==> config.mk <==
export PLATFORM = sky130hd
export DESIGN_NAME = id_ex_stage
export DESIGN_NICKNAME = d
export VERILOG_FILES = /design/src/rtl/cpu_pkg.sv /design/src/rtl/skid_buffer.sv /design/src/rtl/id_ex_stage.sv
export SDC_FILE = /design/constraint.sdc
export NUM_CORES = 1
export LEC_CHECK = 0
export BUFFER_PORTS_ARGS = -buffer_cell sky130_fd_sc_hd__buf_2
export CAP_MARGIN = 0
export CORE_UTILIZATION = 35
export DETAILED_ROUTE_END_ITERATION = 10
export GPL_ROUTABILITY_DRIVEN = 0
export PLACE_DENSITY = 0.59
export SETUP_SLACK_MARGIN = 0.2
export SLEW_MARGIN = 20
export SYNTH_ARGS = -nofsm -noshare
export SYNTH_HDL_FRONTEND = slang
export SYNTH_HIERARCHICAL = 1
export SYNTH_SLANG_ARGS = --single-unit
==> constraint.sdc <==
create_clock -name clk_i -period 19.92 [get_ports clk_i]
set_input_delay 0.996 -clock clk_i [delete_from_list [all_inputs] [get_ports clk_i]]
set_output_delay 0.996 -clock clk_i [all_outputs]
set_load 0.005 [all_outputs]
==> src/rtl/cpu_pkg.sv <==
// Shared CPU definitions: ALUOp encodings, control-bit positions, ALU_Control codes
// and the ID/EX payload width.
package cpu_pkg;

    localparam logic [1:0] ALUOP_MEM    = 2'b00;
    localparam logic [1:0] ALUOP_BRANCH = 2'b01;
    localparam logic [1:0] ALUOP_RTYPE  = 2'b10;
    localparam logic [1:0] ALUOP_ITYPE  = 2'b11;

    // Bit positions inside the 6-bit control bundle {Branch, MemRead, MemWrite, MemtoReg, ALUSrc, RegWrite}
    localparam int CTRL_BRANCH   = 5;
    localparam int CTRL_MEMREAD  = 4;
    localparam int CTRL_MEMWRITE = 3;
    localparam int CTRL_MEMTOREG = 2;
    localparam int CTRL_ALUSRC   = 1;
    localparam int CTRL_REGWRITE = 0;

    localparam logic [2:0] ALUCTRL_ADD = 3'b001;
    localparam logic [2:0] ALUCTRL_SUB = 3'b010;

    localparam int CTRL_W  = 6;
    localparam int FUNCT_W = 10;
    localparam int ALUOP_W = 2;

    // pc, rs1, rs2, imm + three register addresses + funct + alu_op + ctrl
    function automatic int payload_width(input int xlen, input int reg_aw);
        return 4 * xlen + 3 * reg_aw + FUNCT_W + ALUOP_W + CTRL_W;
    endfunction

    localparam int PAYLOAD_W = 4 * 32 + 3 * 5 + FUNCT_W + ALUOP_W + CTRL_W;

endpackage

==> src/rtl/skid_buffer.sv <==
// Generic two-entry valid/ready buffer with flush. Ready is a registered signal
// (no combinational path from out_ready_i), the skid entry absorbs the extra beat.
module skid_buffer #(
    parameter int WIDTH = 8
) (
    input  logic             clk_i,
    input  logic             rst_i,
    input  logic             flush_i,
    input  logic             in_valid_i,
    output logic             in_ready_o,
    input  logic [WIDTH-1:0] in_data_i,
    output logic             out_valid_o,
    input  logic             out_ready_i,
    output logic [WIDTH-1:0] out_data_o
);

    logic             main_valid;
    logic             skid_valid;
    logic [WIDTH-1:0] main_data;
    logic [WIDTH-1:0] skid_data;

    logic accept;
    logic main_free;

    assign accept    = in_valid_i & ~skid_valid;
    assign main_free = ~main_valid | out_ready_i;

    always_ff @(posedge clk_i or posedge rst_i) begin
        if (rst_i) begin
            main_valid <= 1'b0;
            skid_valid <= 1'b0;
            main_data  <= '0;
            skid_data  <= '0;
        end else if (flush_i) begin
            main_valid <= 1'b0;
            skid_valid <= 1'b0;
        end else if (main_free) begin
            // Skid always refills main first so ordering stays FIFO; no accept happens then.
            if (skid_valid) begin
                main_valid <= 1'b1;
                main_data  <= skid_data;
                skid_valid <= 1'b0;
            end else begin
                main_valid <= accept;
                if (accept) begin
                    main_data <= in_data_i;
                end
            end
        end else if (accept) begin
            skid_valid <= 1'b1;
            skid_data  <= in_data_i;
        end
    end

    assign in_ready_o  = ~skid_valid;
    assign out_valid_o = main_valid;
    assign out_data_o  = main_data;

endmodule

==> src/rtl/id_ex_stage.sv <==
// ID->EX pipeline register: packs decoded fields into a skid buffer and masks the
// control-carrying outputs to a harmless ADD bubble whenever no instruction is held.
module id_ex_stage
    import cpu_pkg::*;
#(
    parameter int XLEN   = 32,
    parameter int REG_AW = 5
) (
    input  logic              clk_i,
    input  logic              rst_i,
    input  logic              flush_i,
    input  logic              in_valid_i,
    output logic              in_ready_o,
    input  logic [XLEN-1:0]   in_pc_i,
    input  logic [XLEN-1:0]   in_rs1_data_i,
    input  logic [XLEN-1:0]   in_rs2_data_i,
    input  logic [XLEN-1:0]   in_imm_i,
    input  logic [REG_AW-1:0] in_rs1_addr_i,
    input  logic [REG_AW-1:0] in_rs2_addr_i,
    input  logic [REG_AW-1:0] in_rd_addr_i,
    input  logic [9:0]        in_funct_i,
    input  logic [1:0]        in_alu_op_i,
    input  logic [5:0]        in_ctrl_i,
    output logic              out_valid_o,
    input  logic              out_ready_i,
    output logic [XLEN-1:0]   out_pc_o,
    output logic [XLEN-1:0]   out_rs1_data_o,
    output logic [XLEN-1:0]   out_rs2_data_o,
    output logic [XLEN-1:0]   out_imm_o,
    output logic [REG_AW-1:0] out_rs1_addr_o,
    output logic [REG_AW-1:0] out_rs2_addr_o,
    output logic [REG_AW-1:0] out_rd_addr_o,
    output logic [9:0]        out_funct_o,
    output logic [1:0]        out_alu_op_o,
    output logic [5:0]        out_ctrl_o
);

    localparam int PW = payload_width(XLEN, REG_AW);

    logic [PW-1:0] in_payload;
    logic [PW-1:0] out_payload;

    logic [FUNCT_W-1:0] held_funct;
    logic [ALUOP_W-1:0] held_alu_op;
    logic [CTRL_W-1:0]  held_ctrl;

    assign in_payload = {in_pc_i, in_rs1_data_i, in_rs2_data_i, in_imm_i,
                         in_rs1_addr_i, in_rs2_addr_i, in_rd_addr_i,
                         in_funct_i, in_alu_op_i, in_ctrl_i};

    skid_buffer #(
        .WIDTH (PW)
    ) u_skid (
        .clk_i       (clk_i),
        .rst_i       (rst_i),
        .flush_i     (flush_i),
        .in_valid_i  (in_valid_i),
        .in_ready_o  (in_ready_o),
        .in_data_i   (in_payload),
        .out_valid_o (out_valid_o),
        .out_ready_i (out_ready_i),
        .out_data_o  (out_payload)
    );

    assign {out_pc_o, out_rs1_data_o, out_rs2_data_o, out_imm_o,
            out_rs1_addr_o, out_rs2_addr_o, out_rd_addr_o,
            held_funct, held_alu_op, held_ctrl} = out_payload;

    // Bubble: ALU_Control sees ALUOp=00 (ADD) and no side-effecting control bits.
    assign out_funct_o  = out_valid_o ? held_funct  : '0;
    assign out_alu_op_o = out_valid_o ? held_alu_op : ALUOP_MEM;
    assign out_ctrl_o   = out_valid_o ? held_ctrl   : '0;

endmodule

==> results of run 1 <==
[report_power, final]
| group | internal (W) | switching, W | leakage, nW | total [W] |
|---|---|---|---|---|
| registers | 0.000804 | 0.0000667 | 3.89 | 0.000871 |
| clock network | 0.000446 | 0.000267 | 0.642 | 0.000713 |
| logic | 0.000175 | 0.000112 | 3.40 | 0.000287 |
| total | 0.00143 | 0.000446 | 7.94 | 0.00187 |
[kinds of logic after synthesis]
group | Yosys count
AOI/OAI and AO/OA | 1
buffers and inverters | 55
DFF | 324
muxes | 483
and+or+nand+nor | 25
[state kept, by name (all words and copies together) (netlist names)]
register	cells
u_skid/out_valid_o	1
u_skid/out_data_o	161
u_skid/skid_data	161
u_skid/skid_valid	1
[per-layer routing]
layer | GRT usage | vias up | part of all wire
met5 | 0 | - | 0.0045
met4 | 0.0430 | 20 | 0.020
met3 | 0.0713 | 69 | 0.094
met2 | 0.225 | 251 | 0.44
met1 | 0.194 | 4227 | 0.44
li1 | - | 3841 | -
[final timing paths]
| check | to | slack (ns) |
|---|---|---|
| setup / recovery | u_skid/out_data_o[122] | 16.16 |
| hold / removal | u_skid/out_data_o[84] | 0.48 |
| setup reg to reg | u_skid/out_data_o[122] | 16.16 |
| hold reg to reg | u_skid/out_data_o[84] | 0.48 |
| max in group asynchronous | u_skid/skid_valid | 17.72 |
| min in group asynchronous | u_skid/skid_data[70] | 0.59 |
[layout make-up]
class	count	area (sq um)	area share
Inverter	2	15.0	0.000860
Sequential cell	324	8110	0.465
Tap cell	525	657	0.0376
Antenna cell	3	7.51	0.000430
Timing Repair Buffer	337	1720	0.0986
Clock inverter	4	70.1	0.00401
Clock buffer	65	1240	0.0708
Multi-Input combinational cell	509	5640	0.323
[critical path: cells and delay by family (launching register included)]
kind | cells | cell delay, ns
and+or+nand+nor | 2 | 1.10
DFF | 1 | 0.90
buffers and inverters | 2 | 1.19
muxes | 1 | 0.40
[cell usage in the layout (no fill, tap or decap), drive strengths merged]
cell	instances
a21oi	1
and2	18
buf	337
bufinv	2
clkbuf	65
clkinv	2
dfrtp	324
diode	3
inv	2
mux2	483
nand2b	1
nand3	1
nor2	2
nor2b	1
nor3	2
[per-stage QoR]
step | cell area (sq um) | instances | utilization | worst slack, ns | power (W)
3_5_place_dp | 16100 | 1697 | 0.405 | 15.99 | 0.00118
3_3_place_gp | 16100 | 1697 | 0.405 | 16.05 | 0.00116
5_1_grt | 17400 | 1766 | 0.438 | 15.83 | 0.00198
6_report | 17500 | 1769 | 0.438 | 16.16 | 0.00187
2_1_floorplan | 14200 | 888 | - | 9.95 | 0.00105
4_1_cts | 17400 | 1766 | 0.438 | 16.01 | 0.00191
==> results.toml, run 1 <==
[outcome]
outcome = "finished clean"

[synthesis]
synth-adder-area-share = 0
ys_warn_count = 6
synth-xor-area-share = 0
synth-seq-cells = 324
synth-compound-area-share = 0.000353
netlist_instances = 888
syn_area_sq_um = 14200
synth_most_common_cell = "mux2_2"
syn_area_per_cell_sq_um = 16.0
yosys-mux-area-fraction = 0.384
seq_area_frac_synth = 0.572
synth_edf_count = 0
synth_ff_type = "dfrtp_1"
synth_top_cell_by_area = "dfrtp_1"
ys_types = 17
yosys-top-cells-area = "dfrtp_1, mux2_2, mux2_1"
synth_top_family_by_area = "multiplexers"
synthSimpleGateAreaFrac = 0.0130
async_reset_ff_frac = 1.00
synth_top_cell_area_share = 0.572
syn-num-nets = 1054
yosys-top-cells-count = "mux2_2, dfrtp_1, mux2_1"

[worst_setup_path]
crit_arrival_ns = 4.17
worst_ep_required_time_ns = 20.33
cp_slowest_cell = "dfrtp_4"
worst_setup_path_end_kind = "flip-flop"
crit_fanout = 51
crit_path_start_kind = "flip-flop"
max_stage_delay_ns = 0.90
criticalPathCategory = "reg2reg"
r2r_start = "u_skid/skid_valid"
crit_top_cell = "buf_4"
crit_start = "u_skid/skid_valid"
reg2reg_depth = 5
worstPathCellList = "nor2_1 > nor3_4 > buf_4 > buf_4 > mux2_2"

[clocking]
worstSkewPairLatency_ns = 0.54
cts.repair.resized = 0
postCtsHoldBufs = 0
path_clk_slew_ns = 0.06
htree_num_levels = 2
tritoncts = "yes"
numCtsBuffers = 39
cts-root-buf = "clkbuf_16"
clockBufferDepth = 3
clock-sinks = 324
post_cts_buffers = 0

[floorplanning]
die_w_microns = 203
fp.dieArea_sq_um = 41300
num_rows = 73
die_h_microns = 203
coreArea_sq_um = 39800
initial_core_util = 0.356
ios = 329

[sta]
tightestPinTransition_ns = 1.08
final.setup.tns_ns = 0
setup_violations = 0
slew_violations = 0
slew_headroom = 0.278
finalCritPeriodShare = 0.189
finalCriticalPeriod_ns = 3.76
fin_skew_ns = 0.0132
whs_ns = 0.478
hold_viol_final = 0
rsz0062_at_grt = "no"
fmax_mhz = 266

[finish]
nNetsFinal = 1379
drive_above_1_share = 0.662
fillers = 3724
areaGrowthSynthToFinish_pct = 23.2

[power_and_ir_drop]
p_leak_nw = 7.94
power.density_nw_per_um2 = 107
vdd_drop_max_v = 0.0000686

[global_routing]
grt_overflow_total = 0
track_usage = 0.151
grt_pass1_wl_microns = 49000
antenna_found_initial = 14
grt_pass1_vias = 8755
grt_max_degree = 163

[detailed_routing]
via_count = 8408
drt_wl_total_microns = 31100
drc_errors = 0
post_drt_via_cell_ratio = 4.75
wl_per_cell_microns = 17.6
antenna_left = 0
drt-initial-drc-count = 292
detail_route.first_pass.iterations = 4

[placement]
io_buffers = 328
dp_hpwl_microns = 20100

[min_path]
hold_path_depth = 1
hp-start = "u_skid/out_data_o[84]"
min_path_type = "reg2reg"

[job]
maxCapViolations = 0
No activity file was read; power rests on OpenSTA's default activity.
==> run 2: changes to the inputs <==
PLACE_DENSITY = 0.61   (was 0.59)
clock period = 3.2 ns   (was 19.92 ns; I/O delays follow)
==> run 2 against run 1 <==
Net effect:
- setup slack got worse by 15 ns
- count of clock-buffer cells in the layout fell by 6
- clock power rose to 6.0 times the previous value
- critical path type unchanged
- critical endpoint is now u_skid/out_data_o[65]
- largest power group unchanged
- highest routed layer is now met4
==> results.toml, run 2 (synthesis gave the netlist of run 1 again) <==
[placement]
dp_slack_ns = 1.31
io_buffers = 328
dp_hpwl_microns = 19900
dp_cells = 1706

[finish]
multi_input_area_sq_um = 5640
drive_above_1_share = 0.587
areaGrowthSynthToFinish_pct = 35.6
nNetsFinal = 1553
stdcell_count = 1938
regArea_sq_um = 8110
fillers = 3546
layout_common_cells = "mux2_2, buf_2, dfrtp_1"
mostFrequentLayoutCell = "mux2_2"

[clocking]
clock-sinks = 324
tritoncts = "yes"
post_cts_buffers = 0
path_clk_slew_ns = 0.06
worstSkewPairLatency_ns = 0.55
clockBufferDepth = 3
postCtsHoldBufs = 166
numCtsBuffers = 38
cts-root-buf = "clkbuf_16"
cts.repair.resized = 0
htree_num_levels = 2

[worst_setup_path]
reg2reg_slack_ns = 1.25
cp_slowest_cell = "mux2_2"
crit_arrival_ns = 2.37
criticalPathCategory = "reg2reg"
reg2reg_depth = 4
path_delay_family = "simple AND/OR/NAND/NOR gates"
crit_fanout = 91
rr_endpoint = "u_skid/out_data_o[65]"
worstPathCellList = "nor2b_2 > nor3_4 > buf_12 > mux2_2"
r2r_start = "u_skid/out_valid_o"
worst_setup_path_end_kind = "flip-flop"
crit_buf_inv = 1
max_stage_delay_ns = 0.42
crit_path_start_kind = "flip-flop"
worst_ep_required_time_ns = 3.62

[sta]
slew_headroom = 0.586
final.setup.tns_ns = 0
tightestPinTransition_ns = 0.621
slew_violations = 0
hold_viol_final = 0
finalCritPeriodShare = 0.609
finalCriticalPeriod_ns = 1.95
fmax_mhz = 513
rsz0062_at_grt = "no"
setup_violations = 0
worst_slack_ns = 1.25
fin_skew_ns = 0.0270

[global_routing]
grt_pass1_vias = 10046
track_usage = 0.159
grt_pass1_wl_microns = 52600
grt_max_degree = 96
grt.busiest_layer = "met2"
met3_usage = 0.0505
gr-usage-met1 = 0.190
grt_overflow_total = 0
use_met2 = 0.272
antenna_found_initial = 1

[floorplanning]
num_rows = 73
initial_core_util = 0.356
coreArea_sq_um = 39800
die_w_microns = 203
ios = 329
die_h_microns = 203
fp.dieArea_sq_um = 41300

[power_and_ir_drop]
seq_power_share = 0.465
clock_power_share = 0.366
vdd_drop_max_v = 0.000482
switching_share = 0.241
power_frac_comb = 0.170
p_leak_nw = 8.68
power.density_nw_per_um2 = 608
internal_power_w = 0.00887
p_sw_w = 0.00281

[detailed_routing]
drt_wl_total_microns = 32200
post_drt_via_cell_ratio = 4.69
drt-initial-drc-count = 194
via_count = 9083
drc_errors = 0
wl_per_cell_microns = 16.6
detail_route.first_pass.iterations = 4
antenna_left = 0

[min_path]
min_path_type = "in2async"

[job]
maxCapViolations = 0

[outcome]
outcome = "finished clean"
[run 2: cell count changes in the layout (fill, tap and decap cells not counted), moves of 2 or more]
cell	delta
clkbuf_8	-2
dlygate4sd3_1	+166
clkbuf_16	-2
diode_2	-2
clkbuf_1	-2
buf_12	+9
[run 2: area by class of cell]
type                            instances  area share
Antenna cell                            1    0.000130
Clock buffer                           59      0.0599
Clock inverter                          6     0.00436
Inverter                                2    0.000586
Multi-Input combinational cell        509       0.293
Sequential cell                       324       0.422
Tap cell                              525      0.0342
Timing Repair Buffer                  512       0.185
[run 2: how the worst max path moves through the flow]
stage          depth (start not counted)                from                     to  slack, ns
2_1_floorplan                          1               rst_i   u_skid/out_data_o[0]      -1.28
3_3_place_gp                           4  u_skid/out_valid_o  u_skid/out_data_o[57]       1.32
3_5_place_dp                           4  u_skid/out_valid_o  u_skid/out_data_o[65]       1.31
4_1_cts                                4  u_skid/out_valid_o  u_skid/out_data_o[65]       1.29
5_1_grt                                4  u_skid/out_valid_o  u_skid/out_data_o[52]       1.20
6_report                               4  u_skid/out_valid_o  u_skid/out_data_o[65]       1.25
[run 2: power by group through the flow]
stage | sequential, W | clock, W | combinational [W]
floorplan | 0.00544 | 0 | 0.00109
finish | 0.00543 | 0.00427 | 0.00198
global placement | 0.00544 | 0 | 0.00180
detailed placement | 0.00549 | 0 | 0.00185
CTS | 0.00543 | 0.00445 | 0.00201
global route | 0.00555 | 0.00460 | 0.00218
[run 2: layer usage]
layer  share of wire  up-vias
met4           0.018        0
met3           0.077       44
met1            0.41     4608
met5               0        -
li1                -     4196
met2            0.49      235
[run 2: through the flow]
step | hold WS [ns] | util | power [W] | area [sq um]
3_5_place_dp | 0.252 | 0.410 | 0.00734 | 16300
3_3_place_gp | 0.249 | 0.410 | 0.00724 | 16300
4_1_cts | 0.221 | 0.482 | 0.0119 | 19200
5_1_grt | 0.283 | 0.483 | 0.0123 | 19200
6_report | 0.271 | 0.483 | 0.0117 | 19200
2_1_floorplan | 0.223 | - | 0.00653 | 14200
[run 2: tightest hold or removal path: cells and delay by family]
kind	cells	cell delay (ns)
buffers and inverters	3	1.07
==> run 3: changes to the inputs <==
PLACE_DENSITY = 0.59   (was 0.61)
clock period = 2 ns   (was 3.2 ns; I/O delays follow)
==> run 3 against run 2 <==
Net effect:
- setup slack got worse by 1.0 ns
- hold slack worse by 0.22 ns
- via count grew 0.19%
- global-route usage rose by 0.47 points
- cell area up 1.8%
==> results.toml, run 3 (synthesis gave the netlist of run 1 again) <==
[clocking]
cts-root-buf = "clkbuf_16"
path_clk_slew_ns = 0.06
htree_num_levels = 2
clock-sinks = 324
clockBufferDepth = 3
worstSkewPairLatency_ns = 0.55
numCtsBuffers = 38
tritoncts = "yes"

[worst_setup_path]
reg2reg_slack_ns = 0.24
worst_setup_path_end_kind = "flip-flop"
reg2reg_depth = 5
worst_ep_required_time_ns = 2.41
crit_arrival_ns = 2.18
r2r_start = "u_skid/out_valid_o"
criticalPathCategory = "reg2reg"
rr_endpoint = "u_skid/out_data_o[51]"
crit_fanout = 40
crit_path_start_kind = "flip-flop"

[detailed_routing]
drt-initial-drc-count = 268
drc_errors = 0
wl_per_cell_microns = 16.9
post_drt_via_cell_ratio = 4.65
via_count = 9100
antenna_left = 0
detail_route.first_pass.iterations = 6
drt_wl_total_microns = 33200

[power_and_ir_drop]
switching_share = 0.243
power_frac_comb = 0.172
p_sw_w = 0.00455
power.density_nw_per_um2 = 958
internal_power_w = 0.0142
clock_power_share = 0.364
vdd_drop_max_v = 0.000755
seq_power_share = 0.463
p_leak_nw = 8.85

[sta]
final.setup.tns_ns = 0
finalCriticalPeriod_ns = 1.76
fmax_mhz = 567
hold_viol_final = 0
worst_slack_ns = 0.237
rsz0062_at_grt = "yes"
finalCritPeriodShare = 0.881
setup_violations = 0
slew_headroom = 0.613
whs_ns = 0.0555
fin_skew_ns = 0.0224
slew_violations = 0
tightestPinTransition_ns = 0.581

[placement]
dp_slack_ns = 0.193
io_buffers = 328
dp_hpwl_microns = 21100
place_area_sq_um = 16500

[global_routing]
grt_pass1_vias = 9765
use_met2 = 0.257
track_usage = 0.164
grt_overflow_total = 0
grt.busiest_layer = "met2"
antenna_found_initial = 2
grt_max_degree = 107
gr-usage-met1 = 0.211
grt_pass1_wl_microns = 53700
met3_usage = 0.0618

[floorplanning]
coreArea_sq_um = 39800
die_w_microns = 203
fp.dieArea_sq_um = 41300
num_rows = 73
ios = 329
die_h_microns = 203
initial_core_util = 0.356

[finish]
layout_common_cells = "mux2_2, buf_2, dfrtp_1"
nNetsFinal = 1573
multi_input_area_sq_um = 5640
fin_area_sq_um = 19600
drive_above_1_share = 0.594
fillers = 3503
mostFrequentLayoutCell = "mux2_2"
areaGrowthSynthToFinish_pct = 38.0
regArea_sq_um = 8110

[outcome]
outcome = "finished clean"

[job]
maxCapViolations = 0

[min_path]
min_path_type = "in2async"
## run 3: changes by cell type in the layout (fill, tap and decap cells not counted), moves of 2 or more
cell | previous run | this run
clkbuf_8 | 10 | 8
buf_12 | 10 | 12
clkbuf_16 | 39 | 41
buf_16 | 0 | 4
buf_4 | 8 | 19
bufbuf_16 | 0 | 3
## run 3: worst max path at each step
stage | to | from | slack (ns) | cells past startpoint
finish | u_skid/out_data_o[51] | u_skid/out_valid_o | 0.24 | 5
CTS | u_skid/out_data_o[148] | u_skid/skid_valid | 0.21 | 4
global route | u_skid/out_data_o[51] | u_skid/out_valid_o | 0.17 | 5
global placement | u_skid/out_data_o[99] | u_skid/out_valid_o | 0.22 | 5
floorplan | u_skid/out_data_o[0] | rst_i | -2.42 | 1
detailed placement | u_skid/out_data_o[14] | u_skid/out_valid_o | 0.19 | 5
## run 3: timing repair
action / CTS / global route
hold endpoints to repair: 556 / 0
hold buffers: 166 / 0
buffers inserted: 1 / 3
gates cloned: 3 / 0
setup endpoints to repair: 68 / 46
pin swaps: 1 / 0
gates resized for setup: 2 / 2
## run 3: power groups by stage
| stage | combinational (W) | sequential [W] | clock (W) |
|---|---|---|---|
| 6_report | 0.00323 | 0.00868 | 0.00683 |
| 5_1_grt | 0.00355 | 0.00887 | 0.00734 |
| 4_1_cts | 0.00329 | 0.00869 | 0.00711 |
| 3_5_place_dp | 0.00299 | 0.00879 | 0 |
| 3_3_place_gp | 0.00292 | 0.00872 | 0 |
| 2_1_floorplan | 0.00175 | 0.00870 | 0 |
## run 3: layout make-up
| cell class | instances | share of cell area |
|---|---|---|
| Antenna cell | 2 | 0.000256 |
| Clock buffer | 58 | 0.0598 |
| Clock inverter | 7 | 0.00358 |
| Inverter | 2 | 0.000576 |
| Multi-Input combinational cell | 509 | 0.288 |
| Sequential cell | 324 | 0.415 |
| Tap cell | 525 | 0.0336 |
| Timing Repair Buffer | 532 | 0.199 |
## run 3: metrics by stage
stage / power (W) / util / std cells
final: 0.0187 / 0.491 / 1959
after global routing: 0.0198 / 0.491 / 1959
after CTS: 0.0191 / 0.490 / 1954
after detailed placement: 0.0118 / 0.414 / 1719
after global placement: 0.0116 / 0.414 / 1719
after floorplan: 0.0105 / - / 888
## run 3: metal layers
layer  vias up  share of wire
met2       249           0.45
met1      4546           0.45
met4         0          0.021
li1       4259              -
met5         -              0
met3        46          0.082
## run 3: worst max-delay path: stages (launching register included)
cell     delay [ns]
dfrtp_1        0.37
nor2b_2        0.18
nor3_4         0.24
buf_4          0.18
buf_16         0.22
mux2_2         0.38
